### config.mk
export PLATFORM = sky130hd
export DESIGN_NAME = alu_arbiter
export DESIGN_NICKNAME = d
export VERILOG_FILES = /design/src/rtl/alu_arbiter_pkg.sv /design/src/rtl/rr_arb2.sv /design/src/rtl/alu_arbiter.sv
export SDC_FILE = /design/constraint.sdc
export NUM_CORES = 1
export LEC_CHECK = 0
export ABC_AREA = 0
export CAP_MARGIN = 20
export CELL_PAD_IN_SITES_DETAIL_PLACEMENT = 0
export CELL_PAD_IN_SITES_GLOBAL_PLACEMENT = 1
export CORE_AREA = 2 2 108 110
export CTS_CLUSTER_SIZE = 12
export DETAILED_ROUTE_END_ITERATION = 8
export DIE_AREA = 0 0 110 112
export HOLD_SLACK_MARGIN = 0.02
export MAX_ROUTING_LAYER = met4
export PLACE_DENSITY = 0.87
export SETUP_SLACK_MARGIN = 0.4
export SLEW_MARGIN = 10
export SYNTH_ARGS = -nofsm -noshare
export SYNTH_HDL_FRONTEND = slang
export SYNTH_SLANG_ARGS = --single-unit
### constraint.sdc
create_clock -name CLK -period 2.12 [get_ports CLK]
set_clock_uncertainty 0.05 [all_clocks]
set_input_delay 0.424 -clock CLK [delete_from_list [all_inputs] [get_ports CLK]]
set_output_delay 0.424 -clock CLK [all_outputs]
set_load 0.02 [all_outputs]
### src/rtl/alu_arbiter_pkg.sv
// Shared types and constants for the two-requester ALU arbiter.
package alu_arbiter_pkg;

  localparam int unsigned DefaultDataW = 16;

  // ALU_FUN[3:2] selects the execution unit inside the shared ALU.
  localparam logic [1:0] AluGrpArith = 2'b00;
  localparam logic [1:0] AluGrpLogic = 2'b01;
  localparam logic [1:0] AluGrpCmp   = 2'b10;
  localparam logic [1:0] AluGrpShift = 2'b11;

  typedef enum logic [1:0] {
    StIdle,
    StIssue,
    StWait,
    StResp
  } state_e;

endpackage

### src/rtl/rr_arb2.sv
// Two-way round-robin grant; the pointer moves to the loser whenever a grant is taken.
module rr_arb2 (
  input  logic       clk_i,
  input  logic       rst_i,
  input  logic [1:0] req_i,
  input  logic       take_i,
  output logic       gnt_vld_o,
  output logic       gnt_idx_o
);

  logic ptr_q, ptr_d;

  always_comb begin
    gnt_vld_o = |req_i;
    gnt_idx_o = req_i[ptr_q] ? ptr_q : ~ptr_q;
    ptr_d     = ptr_q;
    if (take_i && gnt_vld_o) begin
      ptr_d = ~gnt_idx_o;
    end
  end

  always_ff @(posedge clk_i or posedge rst_i) begin
    if (rst_i) begin
      ptr_q <= 1'b0;
    end else begin
      ptr_q <= ptr_d;
    end
  end

endmodule

### src/rtl/alu_arbiter.sv
// Arbitrates two requesters onto one shared ALU, one operation outstanding at a time,
// with a bounded wait for the ALU result.
module alu_arbiter
  import alu_arbiter_pkg::*;
#(
  parameter int unsigned DATA_W  = DefaultDataW,
  parameter int unsigned TIMEOUT = 15
) (
  input  logic                CLK,
  input  logic                RST,
  input  logic [1:0]          REQ_VALID,
  output logic [1:0]          REQ_READY,
  input  logic [2*DATA_W-1:0] REQ_A,
  input  logic [2*DATA_W-1:0] REQ_B,
  input  logic [7:0]          REQ_FUN,
  output logic [1:0]          RSP_VALID,
  input  logic [1:0]          RSP_READY,
  output logic [DATA_W-1:0]   RSP_DATA,
  output logic                RSP_ERR,
  output logic [DATA_W-1:0]   ALU_A,
  output logic [DATA_W-1:0]   ALU_B,
  output logic [3:0]          ALU_FUN,
  output logic                ALU_EN,
  input  logic [DATA_W-1:0]   ALU_OUT,
  input  logic                ALU_OUT_VALID
);

  localparam logic [7:0] TimeoutC = 8'(TIMEOUT);

  state_e              state_q, state_d;
  logic                gnt_q, gnt_d;
  logic [7:0]          cnt_q, cnt_d;
  logic [1:0]          req_ready_q, req_ready_d;
  logic [1:0]          rsp_valid_q, rsp_valid_d;
  logic [DATA_W-1:0]   rsp_data_q, rsp_data_d;
  logic                rsp_err_q, rsp_err_d;
  logic                alu_en_q, alu_en_d;
  logic [DATA_W-1:0]   alu_a_q, alu_a_d;
  logic [DATA_W-1:0]   alu_b_q, alu_b_d;
  logic [3:0]          alu_fun_q, alu_fun_d;

  logic arb_take;
  logic arb_vld;
  logic arb_idx;

  rr_arb2 u_rr_arb2 (
    .clk_i     (CLK),
    .rst_i     (RST),
    .req_i     (REQ_VALID),
    .take_i    (arb_take),
    .gnt_vld_o (arb_vld),
    .gnt_idx_o (arb_idx)
  );

  always_comb begin
    state_d     = state_q;
    gnt_d       = gnt_q;
    cnt_d       = cnt_q;
    req_ready_d = 2'b00;
    rsp_valid_d = rsp_valid_q;
    rsp_data_d  = rsp_data_q;
    rsp_err_d   = rsp_err_q;
    alu_en_d    = 1'b0;
    alu_a_d     = alu_a_q;
    alu_b_d     = alu_b_q;
    alu_fun_d   = alu_fun_q;
    arb_take    = 1'b0;

    unique case (state_q)
      StIdle: begin
        if (arb_vld) begin
          arb_take    = 1'b1;
          gnt_d       = arb_idx;
          req_ready_d = arb_idx ? 2'b10 : 2'b01;
          alu_a_d     = arb_idx ? REQ_A[DATA_W +: DATA_W] : REQ_A[0 +: DATA_W];
          alu_b_d     = arb_idx ? REQ_B[DATA_W +: DATA_W] : REQ_B[0 +: DATA_W];
          alu_fun_d   = arb_idx ? REQ_FUN[7:4] : REQ_FUN[3:0];
          state_d     = StIssue;
        end
      end
      StIssue: begin
        alu_en_d = 1'b1;
        cnt_d    = 8'd0;
        state_d  = StWait;
      end
      StWait: begin
        // A result arriving on the timeout cycle still wins over the error.
        if (ALU_OUT_VALID) begin
          rsp_data_d  = ALU_OUT;
          rsp_err_d   = 1'b0;
          rsp_valid_d = gnt_q ? 2'b10 : 2'b01;
          state_d     = StResp;
        end else if (cnt_q + 8'd1 == TimeoutC) begin
          rsp_data_d  = '0;
          rsp_err_d   = 1'b1;
          rsp_valid_d = gnt_q ? 2'b10 : 2'b01;
          state_d     = StResp;
        end else begin
          cnt_d = cnt_q + 8'd1;
        end
      end
      StResp: begin
        if (RSP_READY[gnt_q]) begin
          rsp_valid_d = 2'b00;
          state_d     = StIdle;
        end
      end
      default: state_d = StIdle;
    endcase
  end

  always_ff @(posedge CLK or posedge RST) begin
    if (RST) begin
      state_q     <= StIdle;
      gnt_q       <= 1'b0;
      cnt_q       <= 8'd0;
      req_ready_q <= 2'b00;
      rsp_valid_q <= 2'b00;
      rsp_data_q  <= '0;
      rsp_err_q   <= 1'b0;
      alu_en_q    <= 1'b0;
      alu_a_q     <= '0;
      alu_b_q     <= '0;
      alu_fun_q   <= 4'd0;
    end else begin
      state_q     <= state_d;
      gnt_q       <= gnt_d;
      cnt_q       <= cnt_d;
      req_ready_q <= req_ready_d;
      rsp_valid_q <= rsp_valid_d;
      rsp_data_q  <= rsp_data_d;
      rsp_err_q   <= rsp_err_d;
      alu_en_q    <= alu_en_d;
      alu_a_q     <= alu_a_d;
      alu_b_q     <= alu_b_d;
      alu_fun_q   <= alu_fun_d;
    end
  end

  assign REQ_READY = req_ready_q;
  assign RSP_VALID = rsp_valid_q;
  assign RSP_DATA  = rsp_data_q;
  assign RSP_ERR   = rsp_err_q;
  assign ALU_EN    = alu_en_q;
  assign ALU_A     = alu_a_q;
  assign ALU_B     = alu_b_q;
  assign ALU_FUN   = alu_fun_q;

endmodule
### Word-level counts from Yosys, hierarchy flattened

Index checks and enable logic that the tools add are counted.

* muxes and demuxes: 30
* equal/unequal tests: 9
* reduce and logical (&&, ||, !) cells: 11
* magnitude comparators: 2
* add/subtract/negate cells: 1
* bitwise operators: 2

Operator list (count)
* $mux 16: 4
* $mux 2: 10
* $mux 8: 2
* $pmux 8 s2: 1
* $mux 1: 10
* $reduce_and 3->1: 3
* $add 8x1->8 const B: 1
* $eq 8x4->1 const B: 1
* $ne 2x2->1 const B: 4
* $pmux 2 s4: 1
* $reduce_bool 2->1: 3
* $eq 2x2->1 const B: 2
* $lt 1x2->1 const B: 2
* $mux 4: 1
* $pmux 2 s2: 1
* $reduce_and 2->1: 2
* $ne 3x3->1 const B: 1
* $eq 2x1->1 const B: 1
* $logic_not 2->1: 1
* $not 1->1: 2
* $reduce_or 2->1: 1
* $logic_and 1x1->1: 1

* flip-flop bits (word level): 70
* logic and storage cells: 67
* input port bits: 95

### Longest topological paths before layout

* depth after elaboration: 6
* depth in mapped cells: 8
* depth with buffers taken out: 6

### By module

Synthesis repeated with hierarchy kept, for this count alone.

* cells, all modules: 304
* area, all modules: 3258.1 µm²

By module, submodules not included
* alu_arbiter: sequential area each 1726.7 µm², instances 1, area each 3198.1 µm², cells each 297
* rr_arb2: sequential area each 25.0 µm², instances 1, area each 60.1 µm², cells each 7

### Worst setup path after synthesis

No wires, ideal clock.

* kind: reg2reg
* from: register cnt_q[0]
* to: register state_q[1]
* buffers on the path: 0
* path slack: -0.002 ns
* stages on the path, launching flop included: 7
* clock period less this slack: 2.122 ns
* arrival time: 1.945 ns
* library setup time: 0.128 ns
* cell sequence: dfrtp_1 inv_1 ha_1 or4b_4 o41a_4 a211oi_2 mux2_1

* cells in the longest elaborated chain, start to end: 4

Ends and longest elaborated chain
* from (decl): line alu_arbiter.sv:32 `logic [7:0] cnt_q, cnt_d;`
* from (signal assigned): line alu_arbiter.sv:128 `cnt_q <= cnt_d;`
* $add 8x1->8: line alu_arbiter.sv:93 `end else if (cnt_q + 8'd1 == TimeoutC) begin`
* $eq 8x4->1: line alu_arbiter.sv:93
* $ne 3x3->1 (no line)
* $reduce_and 3->1 (no line)
* to (signal assigned): line alu_arbiter.sv:114 `state_q <= StIdle;`
* to (signal assigned): line alu_arbiter.sv:126 `state_q <= state_d;`
* to (decl): line alu_arbiter.sv:30 `state_e state_q, state_d;`

No other way between the ends.
A chain may end at the register's enable or synchronous reset.

### Worst setup path in the final report

Ends and elaborated chain as after synthesis.

==> metrics <==
status completed; Die ar. 0.0123 sq mm; Residual DRC 0; worst vdd ir 0.557 mV; met2 routed WL 4580 um; PwrDens 1400 mW/mm^2; Max Buffers Root-to-Sink 2; library cells used by synthesis 34; maximum capacitance violations 0; sequential fraction of the synthesis area 0.593; Crit. Startpoint cnt_q[0]; CTS tree yes; syn_area_per_cell 11.9 sq um; worst slew pin tran 0.502 ns; syn nets 349; Worst Path Arrival 2.27 ns; leakage 2.56 nW; Starting Density 0.264; CP required 2.28 ns; FP Rows 39; Synthesis Warnings 0; GRT Util Overall 0.156; Filler cells 1056; Sink Count 70; gr ovfl total 0; Hold/Removal Path Class reg2reg; ranking of synthesized cells by area dfrtp_1 (59%), a222oi_1 (12%), inv_1 (5.5%), a22o_1 (4.7%), ha_1 (2.5%); Final Cycle Share 0.997; number of global-route vias before repair 2946; CP Cell Sequence inv_1, ha_1, or4b_4, o41a_4, a211oi_4, mux2_4; CP startpoint kind register; cell taking the most area after synthesis dfrtp_1; Die X 110 um; DR iter-0 viols 212; Area Overhead vs Synth 77.9%; Hold WS 0.433 ns; Final Hold Vio Count 0; Num CTS Buffers 9; Final HPWL DP 6250 um; mapped cell area 0.00296 sq mm; CTS root buf clkbuf_16; clk_lat worst skew 0.33 ns; Cells after DPL 542; diode count 0; register area 0.00175 sq mm; Syn Inst Count 248; Core Box Area 0.0112 sq mm; worst setup path class reg2reg; final WL 9100 um; Final Setup Violations 0; final cell count without fillers 568; largest net degree at the start of global routing 71; multi-input logic area 0.00114 sq mm; Port Buffers 152; WL met3 665 um; DP Worst Slack -0.0170 ns; share of the synthesized area in the top cell type 0.593; reg2reg setup slack 0.007 ns; max-slew violation count 0; Async SR Flop Fraction 1.00; Max Clock Freq 473 MHz; worst r2r src cnt_q[0]; initial antenna violation count 0; Routed Antenna Nets 0; M1 WL 3710 um; Critical-path top delay cell or4b_4; Worst-path clk slew 0.06 ns; Critical path destination state_q[1]; RSZ-0062 raised after global routing true; main flop type after synthesis dfrtp_1; Period minus WS final 2.11 ns; Die Y 112 um; CTS H-Tree Depth 3; DR vias/cell 4.90; Wirelength per Cell 16.0 um; Post-synth EDFFs 0; routability cong. 0.852; Reg2Reg Capture Point state_q[1]; layout cell share with drive strength beyond 1 0.151; list of most frequent post-synthesis cells dfrtp_1 (70), inv_1 (43), a222oi_1 (36); top-count cell post-synth dfrtp_1; Final nets 521; Highest Signal Layer met4; worst-path fanout max 2; #FFs+latches synth 70; vias after detailed routing 2785; worst reg2reg path depth 6; crit path capture type register; global-route wire length before repair 14400 um; Max-slew headroom 0.665; worst stage delay on the critical path 0.47 ns; Initial DRT Pass Iterations 8; post-route setup slack 0.00716 ns; IO Count 153
==> cells in the final DEF (no fill, tap or decap), types with 4 or more instances in the layout <==
cell             instances
a21oi_1                  4
a222oi_1                36
a22o_1                  16
buf_12                   5
buf_4                   16
clkbuf_16                9
clkdlybuf4s50_1         93
dfrtp_1                 70
dlygate4sd2_1           59
inv_1                   40
nand2_1                 10
nand2b_1                 4
nand3_1                  4
==> how the worst min path moves through the flow <==
stage	from	to	slack (ns)	cells past startpoint
final	ALU_B[1]	ALU_B[1]	0.43	2
after global routing	ALU_B[1]	ALU_B[1]	0.46	2
after CTS	ALU_B[1]	ALU_B[1]	0.44	2
after detailed placement	ALU_B[1]	ALU_B[1]	0.43	2
after global placement	ALU_B[8]	ALU_B[8]	0.43	2
after floorplan	cnt_q[6]	cnt_q[6]	0.43	1
==> per-layer routing <==
| metal | vias to the layer above | GRT usage |
|---|---|---|
| met2 | 132 | 0.256 |
| met3 | 11 | 0.0322 |
| met5 | - | - |
| li1 | 1284 | - |
| met4 | 0 | 0.0608 |
| met1 | 1358 | 0.185 |
==> through the flow <==
step / utilization / power [mW] / area [sq um] / setup TNS [ns]
after floorplan: - / 4.07 / 2960 / -0.00228
after global placement: 0.428 / 5.69 / 4790 / 0
after detailed placement: 0.428 / 5.78 / 4790 / -0.0291
after CTS: 0.462 / 7.26 / 5170 / -0.0177
after global routing: 0.471 / 7.87 / 5260 / -0.149
final: 0.471 / 7.38 / 5260 / 0
==> sequential cells by signal, indices dropped and copies added (netlist names) <==
register,count
u_rr_arb2.ptr_q,1
ALU_A,16
ALU_EN,1
ALU_FUN,4
REQ_READY,2
RSP_ERR,1
gnt_q,1
RSP_VALID,2
cnt_q,8
RSP_DATA,16
ALU_B,16
state_q,2
==> area by class of cell <==
type / instances / area share
Sequential cell: 70 / 0.333
Timing Repair Buffer: 175 / 0.322
Multi-Input combinational cell: 121 / 0.216
Clock buffer: 10 / 0.0454
Tap cell: 143 / 0.0340
Inverter: 43 / 0.0314
Clock inverter: 6 / 0.0178
==> critical path: cells and delay by family, from the launching register on <==
kind	cells	cell delay [ns]
AOI/OAI and AO/OA	2	0.57
and+or+nand+nor	1	0.47
DFF	1	0.38
muxes	1	0.32
adders and majority gates	1	0.14
buffers and inverters	1	0.06
==> where the power goes <==
group          leakage, nW  switching (mW)  internal, mW
clock network        0.159           0.573          1.07
registers            0.884           0.358          1.92
logic                 1.51            1.85          1.61
total                 2.56            2.78          4.60
==> logic make-up after synthesis <==
kind of cell,Yosys count,share of synthesized area
compound gates,73,0.222
xor+xnor,3,0.00889
fa+ha+maj,6,0.0254
buf+inv,59,0.0754
flops,70,0.593
mux,5,0.0174
simple gates,32,0.0584
==> what timing repair did <==
item,4_1_cts,5_1_grt
pin swaps,2,3
hold buffers,0,0
setup buffers,6,2
gates resized for setup,70,15
setup endpoints to repair,89,48
hold endpoints to repair,0,0
cloned,2,0
No activity file was read; power rests on OpenSTA's default activity.
